[src/rtl/alu_cmd_sequencer.sv]
// alu_cmd_sequencer: buffers ALU commands in a FIFO, issues them one at a time and returns captured results.
module alu_cmd_sequencer #(
    parameter int DEPTH = 4,
    parameter int LAT = 1
) (
    input  logic       iClk,
    input  logic       iRst,
    input  logic       iCmdValid,
    output logic       oCmdReady,
    input  logic [3:0] iCmdA,
    input  logic [3:0] iCmdB,
    input  logic [4:0] iCmdOp,
    output logic [3:0] oAluA,
    output logic [3:0] oAluB,
    output logic [4:0] oAluOp,
    input  logic [3:0] iAluResp,
    input  logic [4:0] iAluFlags,
    output logic       oRspValid,
    input  logic       iRspReady,
    output logic [3:0] oRspData,
    output logic [4:0] oRspFlags,
    output logic [4:0] oRspOp,
    output logic       oRspErr,
    output logic [7:0] oCount
);
    localparam int PW = $clog2(DEPTH);
    localparam int CW = PW + 1;
    localparam int LW = $clog2(LAT + 1);
    typedef enum logic [1:0] {IDLE, ISSUE, WAIT, HOLD} stateE;
    stateE state, stateNext;
    logic [12:0] mem [DEPTH];
    logic [PW-1:0] wrPtr, rdPtr;
    logic [CW-1:0] count;
    logic [LW-1:0] waitCnt;
    logic [12:0] head;
    logic empty, full, push, pop, headLegal, rspFire, capture;
    assign head = mem[rdPtr];
    assign empty = count == '0;
    assign full = count == CW'(DEPTH);
    assign headLegal = head[4:0] <= 5'd16;
    assign push = iCmdValid & ~full;
    assign rspFire = (state == HOLD) & iRspReady;
    assign oCmdReady = ~iRst & ~full;
    assign oRspValid = state == HOLD;
    always_comb begin
        pop = ~empty & ((state == IDLE) | rspFire);
        capture = (state == WAIT) & (waitCnt == LW'(1));
        stateNext = pop ? (headLegal ? ISSUE : HOLD) :
                    (state == ISSUE) ? WAIT :
                    capture ? HOLD :
                    rspFire ? IDLE : state;
    end
    always_ff @(posedge iClk or posedge iRst) begin
        if (iRst) state <= IDLE;
        else state <= stateNext;
    end
    always_ff @(posedge iClk) begin
        if (push) mem[wrPtr] <= {iCmdA, iCmdB, iCmdOp};
    end
    always_ff @(posedge iClk or posedge iRst) begin
        if (iRst) begin
            wrPtr <= '0;
            rdPtr <= '0;
            count <= '0;
        end else begin
            wrPtr <= wrPtr + PW'(push);
            rdPtr <= rdPtr + PW'(pop);
            count <= count + CW'(push) - CW'(pop);
        end
    end
    // Illegal opcodes bypass the ALU and become an error response straight away.
    always_ff @(posedge iClk or posedge iRst) begin
        if (iRst) begin
            oAluA <= '0;
            oAluB <= '0;
            oAluOp <= '0;
            oRspData <= '0;
            oRspFlags <= '0;
            oRspOp <= '0;
            oRspErr <= 1'b0;
            oCount <= '0;
            waitCnt <= '0;
        end else begin
            if (pop & headLegal) begin
                oAluA <= head[12:9];
                oAluB <= head[8:5];
                oAluOp <= head[4:0];
            end
            if (pop & ~headLegal) begin
                oRspData <= '0;
                oRspFlags <= '0;
                oRspOp <= head[4:0];
                oRspErr <= 1'b1;
            end
            if (capture) begin
                oRspData <= iAluResp;
                oRspFlags <= iAluFlags;
                oRspOp <= oAluOp;
                oRspErr <= 1'b0;
            end
            if (state == ISSUE) waitCnt <= LW'(LAT);
            else if (state == WAIT) waitCnt <= waitCnt - LW'(1);
            if (rspFire) oCount <= oCount + 8'd1;
        end
    end
endmodule

[config.mk]
export PLATFORM = sky130hd
export DESIGN_NAME = alu_cmd_sequencer
export DESIGN_NICKNAME = d
export VERILOG_FILES = /design/src/rtl/alu_cmd_sequencer.sv
export SDC_FILE = /design/constraint.sdc
export NUM_CORES = 1
export LEC_CHECK = 0
export ABC_AREA = 1
export CAP_MARGIN = 30
export CORE_ASPECT_RATIO = 2
export CORE_UTILIZATION = 52
export DETAILED_ROUTE_END_ITERATION = 7
export MAX_ROUTING_LAYER = met4
export PLACE_DENSITY_LB_ADDON = 0.2
export REMOVE_ABC_BUFFERS = 1
export SLEW_MARGIN = 20
export SYNTH_ARGS = -nofsm -noshare
export SYNTH_HDL_FRONTEND = slang
export SYNTH_SLANG_ARGS = --single-unit
[constraint.sdc]
create_clock -name iClk -period 5.8 [get_ports iClk]
set_input_delay 1.16 -clock iClk [delete_from_list [all_inputs] [get_ports iClk]]
set_output_delay 1.16 -clock iClk [all_outputs]
set_load 0.02 [all_outputs]
* Yosys cells after proc, flatten, opt, wreduce, memory -nomap -nowiden
Memory sizes are Yosys's and may differ from the RTL's.
Index checks and enable logic that the tools add are counted.
** Word-level totals
- Logic and storage cells :: 59
- Register bits after elaboration :: 46
- RAM bits :: 52
- Output and inout port bits :: 38
- Memories kept :: 1
** Memory list
- mem :: depth 4, width 13, rd ports 1, clocked after memory_dff 0, write ports 1, line 31 : logic [12:0] mem [DEPTH];
** Cells by class
- Eq/ne operators :: 4
- Magnitude comparators :: 1
- Reduce and logical (&&, ||, !) cells :: 5
- Mux-type cells :: 17
- $add $sub $neg :: 6
- Bitwise operators :: 12
** Operators by type and width (number)
- 2-to-1 mux 5 bit :: 4
- 2-to-1 mux 2 bit :: 5
- adder 8 x 1 -> 8 bit (second input constant) :: 1
- 2-to-1 mux 4 bit :: 2
- AND 1 bit :: 7
- 2-to-1 mux 1 bit :: 6
- <= comparator 5 bit (second input constant) :: 1
- adder 2 x 1 -> 2 bit :: 2
- == test 2 bit (second input constant) :: 2
- NOT 1 bit :: 4
- nonzero test 2 bit :: 2
- nonzero test 4 bit :: 1
- adder 3 x 1 -> 3 bit :: 1
- == test 3 bit (second input constant) :: 1
- zero test 3 bit :: 1
- subtractor 3 x 1 -> 3 bit :: 1
- == test 2 x 1 -> 1 bit (second input constant) :: 1
- zero test 2 bit :: 1
- OR 1 bit :: 1
- subtractor 1 bit (second input constant) :: 1

* Longest topological paths before layout
- Depth after elaboration :: 7
- Mapped depth :: 13
- Mapped depth without buffers :: 11

* Least setup slack after synthesis
OpenSTA, ideal clock, no wires.
- Kind :: input port to output port
- Start point :: input port iRst
- End point :: output port oCmdReady
- Setup slack :: 3.108 ns
- Cell stages on the path :: 1
- Path buffers :: 0
- Required time :: 4.640 ns
- Data arrival time :: 1.532 ns
- Cell sequence :: a31oi_1
** Between the ends
- Cells in the longest elaborated chain, start to end :: 2
** Ends and longest elaborated chain
- from (decl) :: line 7 : input logic iRst,
- NOT 1 bit :: line 43 : assign oCmdReady = ~iRst & ~full;
- AND 1 bit :: line 43
- to (decl) :: line 9 : output logic oCmdReady,
No other way between the ends.

* Worst setup path after layout
Ends and elaborated chain as after synthesis.

==> qor.tcl <==
set qor(timing.clock.skew_ns) 0.00380
set qor(post_cts_clock_slew_at_the_launch_and_capture_registers_of_the_worst_setup_and_hold_paths_ns) 0.06
set qor(met3_usage_pct) 4.32
set qor(worstPathBufferInverterCount) 2
set qor(syn_avg_cell_area_um2) 11.3
set qor(timing_max_transition_violations_final) 0
set qor(routed_wirelength_um) 7580
set qor(worst_ep_required_time_ns) 4.64
set qor(number_of_global_route_vias_before_repair) 2704
set qor(detail_route.drc_violations) 0
set qor(post-place-cells) 504
set qor(cts_repair_resize_count) 0
set qor(final_net_count) 456
set qor(yosysWarnings) 0
set qor(cts-hold-fix-buffers) 0
set qor(fp.dieArea_mm2) 0.00816
set qor(core-area_mm2) 0.00754
set qor(grt_max_degree) 47
set qor(yosys_most_used_dff) {sky130_fd_sc_hd__edfxtp_1}
set qor(final-seq-area_mm2) 0.00271
set qor(yosysTopAreaCellShare_pct) 38.6
set qor(dr_total_vias) 2742
set qor(leakage_component_of_the_power_nw) 2.17
set qor(max-clock-path-buffers) 2
set qor(fp.dieW_um) 64.4
set qor(vias_per_cell) 5.26
set qor(post_synthesis_sequential_element_count) 98
set qor(initial_core_util_pct) 53.7
set qor(htreeDepth) 3
set qor(globalRouteOverflowTotal) 0
set qor(number_of_inserted_diodes) 0
set qor(timing.max_cap.violations) 0
set qor(setup_violations) 0
set qor(min_period_ns) 3.52
set qor(synth.lib_cells_used.distinct) 31
set qor(clock_latency_ns) 0.33
set qor(status) {finished clean}
set qor(rsz_0062_raised_after_global_routing) {false}
set qor(crit_path_start_kind) {input port}
set qor(place.detailed.hpwl_um) 5120
set qor(cpMostUsedCell) {sky130_fd_sc_hd__clkdlybuf4s50_1}
set qor(fp-row-count) 45
set qor(synth_top_cells_by_area) {sky130_fd_sc_hd__edfxtp_1, sky130_fd_sc_hd__dfrtp_1, sky130_fd_sc_hd__nand2_1, sky130_fd_sc_hd__nand3_1, sky130_fd_sc_hd__o21ai_0}
set qor(drtAntennaViolNets) 0
set qor(setup.worst_path.end_class) {output port}
set qor(clockRootBuffer) {sky130_fd_sc_hd__clkbuf_16}
set qor(area_growth_pct) 25.9
set qor(fin_hold_ws_ns) 0.470
set qor(async_reset_ff_share_pct) 46.9
set qor(finalWeightedCongestion) 0.727
set qor(firstDrtPassIters) 6
set qor(timing.hold.worst.class) {flip-flop to flip-flop}
set qor(yosys.area.top_type) {sky130_fd_sc_hd__edfxtp_1}
set qor(worstSetupPathType) {input port to output port}
set qor(gr-usage-all-layers_pct) 21.1
set qor(first_pass_grt_wire_length_um) 12400
set qor(worst_path_largest_cell_delay_ns) 0.62
set qor(path_delay_family) {buffers and inverters}
set qor(arrival_ns) 2.36
set qor(final.fill_count) 577
set qor(ios) 64
set qor(grt_util_met2_pct) 37.1
set qor(max-slew-margin-rel_pct) 40.4
set qor(post_layout_nonfiller_instances) 521
set qor(setup_slack_ns) 2.28
set qor(setup_tns_ns) 0
set qor(timing.critical_path.cells) {clkdlybuf4s50_1 > a31oi_1 > clkdlybuf4s50_1}
set qor(clock_tree_from_tritoncts) {done}
set qor(die_boundary_height_um) 127
set qor(sequential_cell_area_fraction_in_the_yosys_report_pct) 67.0
set qor(period_share_pct) 60.7
set qor(transition_at_the_pin_with_the_smallest_max_transition_slack_ns) 0.894
set qor(global_route.peak_usage_layer) {met2}
set qor(dpl-instance-area_mm2) 0.00472
set qor(critPathSlowestCell) {sky130_fd_sc_hd__clkdlybuf4s50_1}
set qor(multi_input_area_mm2) 0.00116
set qor(pwr_density_cell_mw_per_mm2) 576
set qor(vdd_drop_max_mv) 0.335
set qor(post_synth_edffs) 52
set qor(hold_fails_final_rpt) 0
set qor(synth_area_mm2) 0.00405
set qor(grt_antenna_before_repair) 0
set qor(finish.instance_area_mm2) 0.00510
set qor(cts_buffers) 9
set qor(post-cts-setup-buffers) 0
set qor(buffer_ports.inserted) 63
set qor(utilization_after_layout_pct) 67.6
set qor(timing.fmax_mhz) 284
set qor(wl_per_cell_um) 14.5
set qor(pre_cts_slack_ns) 2.28
set qor(clock-sinks) 98
set qor(drt_iter0_drc) 141
set qor(final_layout_size_suffix_gt1_share_pct) 8.67
set qor(finalPower_mw) 2.94
set qor(syn-instance-count) 359
set qor(met1_global_route_usage_pct) 21.6
set qor(crit_fanout) 2
[cells by family (layout without fill, tap and decap cells)]
kind of cell | Yosys count | after routing | share of synthesized area [%]
flops | 98 | 98 | 67.0
buf+inv | 36 | 104 | 4.45
simple gates | 161 | 161 | 17.5
fa+ha+maj | 8 | 8 | 2.66
xor+xnor | 10 | 10 | 2.16
compound gates | 46 | 46 | 6.24
[power by group]
group,total [mW],internal [mW],switching [mW],leakage [nW]
Combinational,1.12,0.436,0.685,0.944
Clock,0.697,0.462,0.235,0.170
Sequential,1.12,0.962,0.159,1.05
[worst paths after layout]
| path | from | to | slack (ns) | cells after the start |
|---|---|---|---|---|
| setup / recovery | iRst | oCmdReady | 2.28 | 3 |
| hold / removal | oAluB[3] | oAluB[3] | 0.47 | 2 |
| setup reg to reg | rdPtr[0] | oRspOp[3] | 3.40 | 11 |
| hold reg to reg | oAluB[3] | oAluB[3] | 0.47 | 2 |
| max in group asynchronous | iRst | oAluOp[0] | 4.22 | 3 |
| min in group asynchronous | iRst | wrPtr[0] | 1.11 | 2 |
[layout make-up]
type | instances | area share (%)
Sequential cell | 98 | 53.2
Multi-Input combinational cell | 225 | 22.8
Timing Repair Buffer | 65 | 12.9
Clock buffer | 10 | 4.49
Clock inverter | 6 | 2.53
Tap cell | 94 | 2.31
Inverter | 23 | 1.74
[placed cells by master, fill, tap and decap left out, drive strengths merged, types with 4 or more instances in the layout]
master          n
o22ai           8
nand2          94
bufinv          4
ha              7
nor2           29
clkbuf         10
xor2            7
o21ai          33
edfxtp         52
inv            23
dfrtp          46
nand3          34
clkdlybuf4s50  63
[per-layer routing]
metal | share of wire (%) | vias to the layer above | wire [um]
li1 | - | 1329 | -
met1 | 38 | 1323 | 2840
met2 | 56 | 76 | 4260
met3 | 4.1 | 14 | 311
met4 | 2.2 | 0 | 164
met5 | 0 | - | 0
[registers in the layout (all words and copies together) (netlist names)]
signal / flops
oCount: 8
wrPtr: 2
oAluB: 4
waitCnt: 1
oRspErr: 1
count: 3
oAluOp: 5
oRspOp: 5
mem: 52
oRspData: 4
oAluA: 4
oRspFlags: 5
state: 2
rdPtr: 2
[cell usage after synthesis, types with 4 or more instances]
| library cell | count |
|---|---|
| sky130_fd_sc_hd__buf_6 | 5 |
| sky130_fd_sc_hd__clkbuf_1 | 6 |
| sky130_fd_sc_hd__dfrtp_1 | 46 |
| sky130_fd_sc_hd__edfxtp_1 | 52 |
| sky130_fd_sc_hd__ha_1 | 7 |
| sky130_fd_sc_hd__inv_1 | 18 |
| sky130_fd_sc_hd__inv_2 | 4 |
| sky130_fd_sc_hd__nand2_1 | 88 |
| sky130_fd_sc_hd__nand3_1 | 32 |
| sky130_fd_sc_hd__nor2_1 | 28 |
| sky130_fd_sc_hd__o21ai_0 | 28 |
| sky130_fd_sc_hd__o22ai_1 | 8 |
| sky130_fd_sc_hd__xor2_1 | 7 |
[tightest hold or removal path: stages, from the launching register on]
cell and delay (ns):
sky130_fd_sc_hd__dfrtp_1 0.34, sky130_fd_sc_hd__nand2_1 0.05, sky130_fd_sc_hd__nand2_1 0.04
No activity file was read; power rests on OpenSTA's default activity.
